$ cat src/rtl/emu_run_ctrl_if.sv
// Host-side command/response channel of the emulator run controller.
interface emu_run_ctrl_if;
    localparam int unsigned ARG_W = 64;

    logic             cmd_valid;
    logic             cmd_ready;
    logic [1:0]       cmd_op;
    logic [ARG_W-1:0] cmd_arg;
    logic             rsp_valid;
    logic             rsp_ready;
    logic [1:0]       rsp_status;

    // Host side: issues commands, consumes responses.
    modport master (
        output cmd_valid, cmd_op, cmd_arg, rsp_ready,
        input  cmd_ready, rsp_valid, rsp_status
    );

    // Controller side.
    modport slave (
        input  cmd_valid, cmd_op, cmd_arg, rsp_ready,
        output cmd_ready, rsp_valid, rsp_status
    );
endinterface

$ cat src/rtl/emu_run_ctrl.sv
// Run-control sequencer: turns host PAUSE/RESUME/STEP/SET_COUNT commands into
// strobes toward the emulator harness and reports one status per command.
module emu_run_ctrl #(
    parameter int unsigned TIMEOUT_CYCLES = 32'd1000000
) (
    input  logic                 host_clk,
    input  logic                 host_rst_n,
    emu_run_ctrl_if.slave        host,
    input  logic                 run_mode,
    output logic                 do_pause,
    output logic                 do_resume,
    output logic                 step_write,
    output logic                 count_write,
    output logic [63:0]          step_wdata,
    output logic [63:0]          count_wdata
);

    localparam int unsigned ARG_W   = 64;
    localparam int unsigned TMR_W   = 32;
    localparam logic [TMR_W-1:0] TMO_LIMIT = TMR_W'(TIMEOUT_CYCLES);
    localparam logic [TMR_W-1:0] TMR_MAX   = '1;

    localparam logic [1:0] OP_PAUSE  = 2'd0;
    localparam logic [1:0] OP_RESUME = 2'd1;
    localparam logic [1:0] OP_STEP   = 2'd2;
    localparam logic [1:0] OP_SET    = 2'd3;

    localparam logic [1:0] ST_OK      = 2'd0;
    localparam logic [1:0] ST_TIMEOUT = 2'd1;
    localparam logic [1:0] ST_REJECT  = 2'd2;

    typedef enum logic [2:0] {
        S_IDLE,
        S_PAUSE_WAIT,
        S_RESUME_WAIT,
        S_STEP_LOAD,
        S_STEP_RISE,
        S_STEP_FALL,
        S_RESP
    } state_t;

    state_t             r_state,       w_state_nxt;
    logic [TMR_W-1:0]   r_timer,       w_timer_nxt;
    logic               r_is_count,    w_is_count_nxt;
    logic [1:0]         r_rsp_status,  w_rsp_status_nxt;
    logic [ARG_W-1:0]   r_step_wdata,  w_step_wdata_nxt;
    logic [ARG_W-1:0]   r_count_wdata, w_count_wdata_nxt;
    logic               r_step_write,  w_step_write_nxt;
    logic               r_count_write, w_count_write_nxt;
    logic               r_do_pause,    w_do_pause_nxt;
    logic               r_do_resume,   w_do_resume_nxt;
    logic               r_cmd_ready,   w_cmd_ready_nxt;
    logic               r_rsp_valid,   w_rsp_valid_nxt;

    logic               w_accept;
    logic               w_rsp_hs;
    logic [TMR_W-1:0]   w_timer_inc;
    logic               w_timeout;

    assign w_accept    = host.cmd_valid && r_cmd_ready;
    assign w_rsp_hs    = r_rsp_valid && host.rsp_ready;
    // Saturating increment: the timer parks at all-ones instead of wrapping.
    assign w_timer_inc = (r_timer == TMR_MAX) ? r_timer : r_timer + TMR_W'(1);
    // Fires on the cycle whose end would bring the timer to the limit.
    assign w_timeout   = (TMO_LIMIT != '0) && (w_timer_inc >= TMO_LIMIT);

    // Next-state, response status and registered-output decode.
    always_comb begin
        w_state_nxt       = r_state;
        w_timer_nxt       = '0;
        w_is_count_nxt    = r_is_count;
        w_rsp_status_nxt  = r_rsp_status;
        w_step_wdata_nxt  = r_step_wdata;
        w_count_wdata_nxt = r_count_wdata;
        w_step_write_nxt  = 1'b0;
        w_count_write_nxt = 1'b0;

        case (r_state)
            S_IDLE: begin
                if (w_accept) begin
                    case (host.cmd_op)
                        OP_PAUSE: begin
                            if (run_mode) begin
                                w_state_nxt = S_PAUSE_WAIT;
                            end else begin
                                w_state_nxt      = S_RESP;
                                w_rsp_status_nxt = ST_OK;
                            end
                        end
                        OP_RESUME: begin
                            if (!run_mode) begin
                                w_state_nxt = S_RESUME_WAIT;
                            end else begin
                                w_state_nxt      = S_RESP;
                                w_rsp_status_nxt = ST_OK;
                            end
                        end
                        OP_STEP: begin
                            if (run_mode || (host.cmd_arg == '0)) begin
                                w_state_nxt      = S_RESP;
                                w_rsp_status_nxt = ST_REJECT;
                            end else begin
                                w_state_nxt      = S_STEP_LOAD;
                                w_is_count_nxt   = 1'b0;
                                w_step_wdata_nxt = host.cmd_arg;
                                w_step_write_nxt = 1'b1;
                            end
                        end
                        default: begin
                            if (run_mode) begin
                                w_state_nxt      = S_RESP;
                                w_rsp_status_nxt = ST_REJECT;
                            end else begin
                                // STEP_LOAD doubles as the one-cycle count write.
                                w_state_nxt       = S_STEP_LOAD;
                                w_is_count_nxt    = 1'b1;
                                w_count_wdata_nxt = host.cmd_arg;
                                w_count_write_nxt = 1'b1;
                            end
                        end
                    endcase
                end
            end
            S_PAUSE_WAIT: begin
                if (!run_mode) begin
                    w_state_nxt      = S_RESP;
                    w_rsp_status_nxt = ST_OK;
                end else if (w_timeout) begin
                    w_state_nxt      = S_RESP;
                    w_rsp_status_nxt = ST_TIMEOUT;
                end else begin
                    w_timer_nxt = w_timer_inc;
                end
            end
            S_RESUME_WAIT: begin
                if (run_mode) begin
                    w_state_nxt      = S_RESP;
                    w_rsp_status_nxt = ST_OK;
                end else if (w_timeout) begin
                    w_state_nxt      = S_RESP;
                    w_rsp_status_nxt = ST_TIMEOUT;
                end else begin
                    w_timer_nxt = w_timer_inc;
                end
            end
            S_STEP_LOAD: begin
                if (r_is_count) begin
                    w_state_nxt      = S_RESP;
                    w_rsp_status_nxt = ST_OK;
                end else begin
                    w_state_nxt = S_STEP_RISE;
                end
            end
            S_STEP_RISE: begin
                if (run_mode) begin
                    w_state_nxt = S_STEP_FALL;
                end else if (w_timeout) begin
                    w_state_nxt      = S_RESP;
                    w_rsp_status_nxt = ST_TIMEOUT;
                end else begin
                    w_timer_nxt = w_timer_inc;
                end
            end
            S_STEP_FALL: begin
                if (!run_mode) begin
                    w_state_nxt      = S_RESP;
                    w_rsp_status_nxt = ST_OK;
                end else if (w_timeout) begin
                    w_state_nxt      = S_RESP;
                    w_rsp_status_nxt = ST_TIMEOUT;
                end else begin
                    w_timer_nxt = w_timer_inc;
                end
            end
            S_RESP: begin
                if (w_rsp_hs) begin
                    w_state_nxt = S_IDLE;
                end
            end
            default: begin
                w_state_nxt = S_IDLE;
            end
        endcase

        w_cmd_ready_nxt = (w_state_nxt == S_IDLE);
        w_rsp_valid_nxt = (w_state_nxt == S_RESP);
        w_do_pause_nxt  = (w_state_nxt == S_PAUSE_WAIT);
        // Resume pulse only on the first cycle of a resume-type wait.
        w_do_resume_nxt = (w_state_nxt != r_state) &&
                          ((w_state_nxt == S_RESUME_WAIT) || (w_state_nxt == S_STEP_RISE));
    end

    // State and output registers with synchronous active-low reset.
    always_ff @(posedge host_clk) begin
        if (!host_rst_n) begin
            r_state       <= S_IDLE;
            r_timer       <= '0;
            r_is_count    <= 1'b0;
            r_rsp_status  <= ST_OK;
            r_step_wdata  <= '0;
            r_count_wdata <= '0;
            r_step_write  <= 1'b0;
            r_count_write <= 1'b0;
            r_do_pause    <= 1'b0;
            r_do_resume   <= 1'b0;
            r_cmd_ready   <= 1'b0;
            r_rsp_valid   <= 1'b0;
        end else begin
            r_state       <= w_state_nxt;
            r_timer       <= w_timer_nxt;
            r_is_count    <= w_is_count_nxt;
            r_rsp_status  <= w_rsp_status_nxt;
            r_step_wdata  <= w_step_wdata_nxt;
            r_count_wdata <= w_count_wdata_nxt;
            r_step_write  <= w_step_write_nxt;
            r_count_write <= w_count_write_nxt;
            r_do_pause    <= w_do_pause_nxt;
            r_do_resume   <= w_do_resume_nxt;
            r_cmd_ready   <= w_cmd_ready_nxt;
            r_rsp_valid   <= w_rsp_valid_nxt;
        end
    end

    assign host.cmd_ready  = r_cmd_ready;
    assign host.rsp_valid  = r_rsp_valid;
    assign host.rsp_status = r_rsp_status;
    assign do_pause        = r_do_pause;
    assign do_resume       = r_do_resume;
    assign step_write      = r_step_write;
    assign count_write     = r_count_write;
    assign step_wdata      = r_step_wdata;
    assign count_wdata     = r_count_wdata;

endmodule

$ cat src/flat_wrapper.sv
// flat-port wrapper written by rule: the top's interface ports become plain ports
module emu_run_ctrl_flat 
#(
    parameter int unsigned TIMEOUT_CYCLES = 32'd1000000
)
  (host_clk, host_rst_n, run_mode, do_pause, do_resume, step_write, count_write, step_wdata, count_wdata, host_cmd_valid, host_cmd_op, host_cmd_arg, host_rsp_ready, host_cmd_ready, host_rsp_valid, host_rsp_status);
  emu_run_ctrl_if host_i ();
  input  logic host_clk;
  input  logic host_rst_n;
  input  logic run_mode;
  output logic do_pause;
  output logic do_resume;
  output logic step_write;
  output logic count_write;
  output logic [63:0] step_wdata;
  output logic [63:0] count_wdata;
  input wire logic [$bits(host_i.cmd_valid)-1:0] host_cmd_valid;
  input wire logic [$bits(host_i.cmd_op)-1:0] host_cmd_op;
  input wire logic [$bits(host_i.cmd_arg)-1:0] host_cmd_arg;
  input wire logic [$bits(host_i.rsp_ready)-1:0] host_rsp_ready;
  output wire logic [$bits(host_i.cmd_ready)-1:0] host_cmd_ready;
  output wire logic [$bits(host_i.rsp_valid)-1:0] host_rsp_valid;
  output wire logic [$bits(host_i.rsp_status)-1:0] host_rsp_status;
  assign host_i.cmd_valid = host_cmd_valid;
  assign host_i.cmd_op = host_cmd_op;
  assign host_i.cmd_arg = host_cmd_arg;
  assign host_i.rsp_ready = host_rsp_ready;
  assign host_cmd_ready = host_i.cmd_ready;
  assign host_rsp_valid = host_i.rsp_valid;
  assign host_rsp_status = host_i.rsp_status;
  emu_run_ctrl #(.TIMEOUT_CYCLES(TIMEOUT_CYCLES)) u_core (.host_clk(host_clk), .host_rst_n(host_rst_n), .host(host_i), .run_mode(run_mode), .do_pause(do_pause), .do_resume(do_resume), .step_write(step_write), .count_write(count_write), .step_wdata(step_wdata), .count_wdata(count_wdata));
endmodule
$ cat config.mk
export PLATFORM = sky130hd
export DESIGN_NAME = emu_run_ctrl_flat
export DESIGN_NICKNAME = d
export VERILOG_FILES = /design/src/rtl/emu_run_ctrl_if.sv /design/src/rtl/emu_run_ctrl.sv /design/src/flat_wrapper.sv
export SDC_FILE = /design/constraint.sdc
export NUM_CORES = 1
export LEC_CHECK = 0
export CAP_MARGIN = 20
export CORE_MARGIN = 3
export CORE_UTILIZATION = 51
export DETAILED_ROUTE_END_ITERATION = 7
export PLACE_DENSITY = 0.85
export SYNTH_ARGS = -nofsm -noshare
export SYNTH_HDL_FRONTEND = slang
export SYNTH_SLANG_ARGS = --single-unit
$ cat constraint.sdc
create_clock -name host_clk -period 6.5 [get_ports host_clk]
set_input_delay 1.95 -clock host_clk [delete_from_list [all_inputs] [get_ports host_clk]]
set_output_delay 1.95 -clock host_clk [all_outputs]
set_load 0.03 [all_outputs]
Word level (Yosys, flattened, before mapping)
Cells that the tools add are included.

Register bits: 172. Bits in latches: 0. Memory bits (writable): 0. Bits in read-only memories: 0. Bits of input ports: 71. Output and inout port bits: 136. Word-level logic and storage cells: 99. Memories kept: 0.

Add/subtract/negate cells: 1. $mul: 0. Divide/modulo/power cells: 0. Order comparisons: 1. Equality and inequality tests: 23. Shifts and indexed selects: 0. Muxes and demuxes: 35. Bitwise operators: 7. Reductions and logical operators: 20.

Operators by type and width (number): 32-bit 2-to-1 mux (4); 64-bit logical NOT (1); 32-bit case mux with 2 select lines (1); 32-bit by 1-bit adder with 32-bit output, second input constant (1); 32-bit == test, second input constant (1); 32-bit by 20-bit greater-or-equal comparator with 1-bit output, second input constant (1); 3-bit 2-to-1 mux (10); 2-bit 2-to-1 mux (11); 3-bit case mux with 6 select lines (1); 3-bit == test, second input constant (5); 4-bit AND reduction (3); 2-bit case mux with 5 select lines (1); 3-bit by 2-bit == test with 1-bit output, second input constant (3); 3-bit case mux with 3 select lines (1); 8-bit AND reduction (1); 1-bit NOT (7); 3-bit by 1-bit == test with 1-bit output, second input constant (2); 3-bit logical NOT (2); 2-bit by 1-bit inequality test with 1-bit output, second input constant (3); 3-bit inequality test, second input constant (2); 2-bit case mux with 3 select lines (1); 2-bit OR reduction (3); 6-bit OR reduction (1); 5-bit AND reduction (1); other kinds (13) (20).

Depth between registers and ports, before layout
Depth in word-level cells: 9. Depth in mapped cells: 12. Gate-level depth less buffers: 10.

Least setup slack after synthesis
OpenSTA, ideal clock, no wires.

Path type: input port to flip-flop. From: input port host_cmd_arg[12]. To: register u_core.r_do_resume, in the netlist u_core.do_resume. Arrival: 4.220 ns. Data required time: 6.428 ns. Path slack: 2.209 ns. Cell stages on the path: 9. Path buffers: 0. Cell sequence: nor4_1 -> nand4_1 -> o41ai_1 -> o21ai_0 -> a21oi_1 -> inv_1 -> a311o_1 -> or4b_1 -> mux2i_1.

Word-level cells in the longest chain between the ends: 9. Elaborated cells between the ends (all ways): 11. Those cells by class: eq/ne (3); mux (4); reduce/logical (4).

RTL lines: from (decl) (RTL line flat_wrapper.sv:19) `input wire logic [$bits(host_i.cmd_arg)-1:0] host_cmd_arg;`; 64-bit logical NOT (*) (RTL line emu_run_ctrl.sv:99) `if (run_mode || (host.cmd_arg == '0)) begin`; 1-bit logical OR (*) (RTL line emu_run_ctrl.sv:99); 3-bit 2-to-1 mux (*) (RTL line emu_run_ctrl.sv:99); 3-bit case mux with 3 select lines (*) (RTL line emu_run_ctrl.sv:81) `case (host.cmd_op)`; 3-bit 2-to-1 mux (*) (RTL line emu_run_ctrl.sv:80) `if (w_accept) begin`; 3-bit case mux with 6 select lines (*) (RTL line emu_run_ctrl.sv:78) `case (r_state)`; 3-bit by 2-bit == test with 1-bit output or 3-bit == test (tied branches) (RTL line emu_run_ctrl.sv:190) `((w_state_nxt == S_RESUME_WAIT) || (w_state_nxt == S_STEP_RISE));`; 1-bit logical OR (RTL line emu_run_ctrl.sv:190); 1-bit logical AND (*) (RTL line emu_run_ctrl.sv:189) `w_do_resume_nxt = (w_state_nxt != r_state) &&`; to (signal assigned) (RTL line emu_run_ctrl.sv:218) `r_do_resume <= w_do_resume_nxt;`; to (decl) (RTL line emu_run_ctrl.sv:51) `logic r_do_resume, w_do_resume_nxt;`.

Mark *: on every way between the ends. The rest lies on a longest branch, timed or not. A chain may end at the register's enable or synchronous reset.

Worst setup path after layout
From: input port host_cmd_arg[47]. To: register u_core.r_do_resume, in the netlist u_core.do_resume.

The elaborated chain is that of the path after synthesis.

==> metrics.cfg <==
[logic_synthesis]
syn-cell-area_um2=7130
synth-seq-cells=172
synthArstFlopShare=0
yosys_warnings=0
syn_inst=908
ys_types=61
seq_area_frac_synth=0.483
ys.flop_type=dfxtp_1
synth_edf_count=0
synth.avg_cell_area_um2=7.85

[die]
dieArea_um2=15400
core_um2=13500
die_y_um=124
dieWidth_um=124
ios=207
rows=42
initial_core_util=0.530

[cts]
clock_sinks=172
hold_buffers=0
clk_path_buf_depth=2
clkTransAtPathRegs_ns=0.06
cts-root-buf=clkbuf_16
numCtsBuffers=17
postCtsSetupRepairBufs=0
cts_resized=0
clock_latency_ns=0.43
htree_levels=4
cts_tree=built

[power_and_ir_drop]
p_sw_mw=0.666
switching_share=0.256
comb_power_share=0.132
power_frac_seq=0.431
p_per_area_nw_per_um2=261
peakVddDrop_mv=0.144
p_int_mw=1.93
p_clk_frac=0.437
p_leak_nw=3.37
p_total_mw=2.60

[drt]
drc_errors=0
vias_per_cell=5.62
dr_total_vias=7222
wirelength_um=21700
first_pass_iters=5
ant_nets=0
wire_per_inst_um=16.9
drtIter0Drc=686

[worst_setup_path]
worstPathRequired_ns=6.86
timing.critical_path.arrival_ns=5.48
endpoint_kind=register
start_kind=primary input
timing.rr.start=u_core.r_timer[0]$_SDFF_PN0_
worst-setup-path-type=primary input to register
cp_max_fo=6
crit_start=host_cmd_arg[47]

[timing]
tns_ns=0
max_freq_mhz=195
hold_viol=0
setup_viol=0
fin_crit_sh=0.789
slew_headroom=0.407
period_needed_ns=5.13
worstMarginPinSlew_ns=0.878
rsz0062_at_grt=false
fin_skew_ns=0.00842
maxSlewViolCount=0

[final_layout]
n_fill_cell=999
area.growth.synth_to_final_pct=39.9
drive_gt1_frac=0.0568
final_cell_mix=nand2_1, clkdlybuf4s50_1, dfxtp_1, a21oi_1, nor2_1
mostFrequentLayoutCell=nand2_1
finalNetCount=1173

[outcome]
outcome=completed

[place]
io_buffer_count=206
dp_hpwl_um=15000
place.gp.congestion=0.887

[global_route]
grt.overflow.total=0
grt_max_degree=78
grt_pass1_wl_um=34700
grt_usage=0.275
grt_pass1_vias=6703
antenna_found_initial=1

[run]
maxCapViolations=0

[hold_path]
hold_path_class=register to register
hold_path_startpoint=u_core.step_wdata[61]$_SDFFE_PN0P_

==> critical path: stages <==
cell	delay, ns
clkdlybuf4s50_1	0.45
nor4_1	0.58
nand4_1	0.24
o41ai_1	0.86
o21ai_0	0.17
a21oi_1	0.20
inv_1	0.10
a311o_1	0.35
or4b_1	0.46
mux2i_1	0.13
==> cells by family after synthesis <==
family | count (synthesis) | share of synthesized area
muxes | 4 | 0.00562
DFF | 172 | 0.483
AOI/OAI and AO/OA | 197 | 0.154
buffers and inverters | 66 | 0.0362
and+or+nand+nor | 443 | 0.287
other | 1 | 0.000526
xor gates and xnor gates | 19 | 0.0233
adders and majority gates | 6 | 0.0105
==> Yosys cell counts (2+ instances only) <==
cell type / n / share of area
a211oi_1: 3 / 0.0032
a21o_1: 2 / 0.0021
a21oi_1: 150 / 0.11
a311o_1: 2 / 0.0028
a311oi_1: 2 / 0.0025
a31oi_1: 6 / 0.0053
and2_1: 5 / 0.0044
and2_2: 3 / 0.0032
and3_1: 8 / 0.0070
and4_1: 3 / 0.0037
and4_2: 2 / 0.0028
buf_1: 5 / 0.0026
buf_2: 2 / 0.0014
clkbuf_1: 47 / 0.025
dfxtp_1: 172 / 0.48
ha_1: 6 / 0.011
inv_1: 10 / 0.0053
mux2i_1: 4 / 0.0056
nand2_1: 281 / 0.15
nand3_1: 14 / 0.0098
nand4_1: 18 / 0.016
nand4b_1: 3 / 0.0037
nor2_1: 39 / 0.021
nor2b_1: 4 / 0.0035
nor3_1: 13 / 0.0091
nor4_1: 21 / 0.018
nor4_4: 2 / 0.0060
nor4b_1: 2 / 0.0025
o2111ai_1: 2 / 0.0025
o211ai_1: 2 / 0.0021
o21ai_0: 14 / 0.0098
o22ai_1: 2 / 0.0018
o31ai_1: 2 / 0.0021
or3_1: 12 / 0.011
or4_1: 2 / 0.0021
xnor2_1: 12 / 0.015
xor2_1: 7 / 0.0086
==> layout make-up <==
class | instances | area (um^2) | area share
Tap cell | 176 | 220 | 0.0221
Timing Repair Buffer | 213 | 2110 | 0.212
Antenna cell | 1 | 2.50 | 0.000251
Clock inverter | 14 | 233 | 0.0233
Multi-Input combinational cell | 681 | 3480 | 0.349
Clock buffer | 18 | 439 | 0.0440
Sequential cell | 172 | 3440 | 0.345
Inverter | 11 | 43.8 | 0.00439
==> final timing paths <==
check                                                     endpoint  slack, ns  cells past startpoint
worst max-delay path                   u_core.do_resume$_SDFF_PN0_       1.37                     10
worst min-delay path            u_core.step_wdata[61]$_SDFFE_PN0P_       0.45                      2
worst max register to register         u_core.do_resume$_SDFF_PN0_       2.58                     10
worst min register to register  u_core.step_wdata[61]$_SDFFE_PN0P_       0.45                      2
==> metrics by stage <==
step	utilization	area (um^2)	hold WS (ns)	cells	setup slack (ns)
global route	0.741	9970	0.472	1286	1.07
global placement	0.691	9300	0.440	1253	1.11
finish	0.741	9970	0.452	1286	1.37
floorplan	-	7170	0.467	919	2.21
CTS	0.741	9970	0.454	1285	1.41
detailed placement	0.691	9300	0.445	1253	0.975
==> sequential cells by signal, indices dropped and copies added, names as in the netlist <==
register                count
u_core.count_wdata         64
u_core.r_is_count           1
u_core.step_wdata          64
u_core.r_timer             32
u_core.step_write           1
u_core.count_write          1
u_core.host.cmd_ready       1
u_core.do_resume            1
u_core.do_pause             1
u_core.host.rsp_valid       1
u_core.r_state              3
u_core.host.rsp_status      2
==> power by group through the flow <==
stage	registers [mW]	clock network, mW	logic [mW]
floorplan	1.17	0	0.170
global placement	1.14	0	0.335
finish	1.12	1.14	0.343
global route	1.12	1.19	0.372
CTS	1.12	1.15	0.341
detailed placement	1.14	0	0.339
==> routing by layer <==
layer	global-route usage	up-vias	share of wire
li1	-	3474	-
met5	0	-	0
met4	0.114	0	0.034
met3	0.0700	48	0.073
met1	0.332	3356	0.40
met2	0.466	344	0.49
Note: power is estimated with default switching activity, not from simulation.
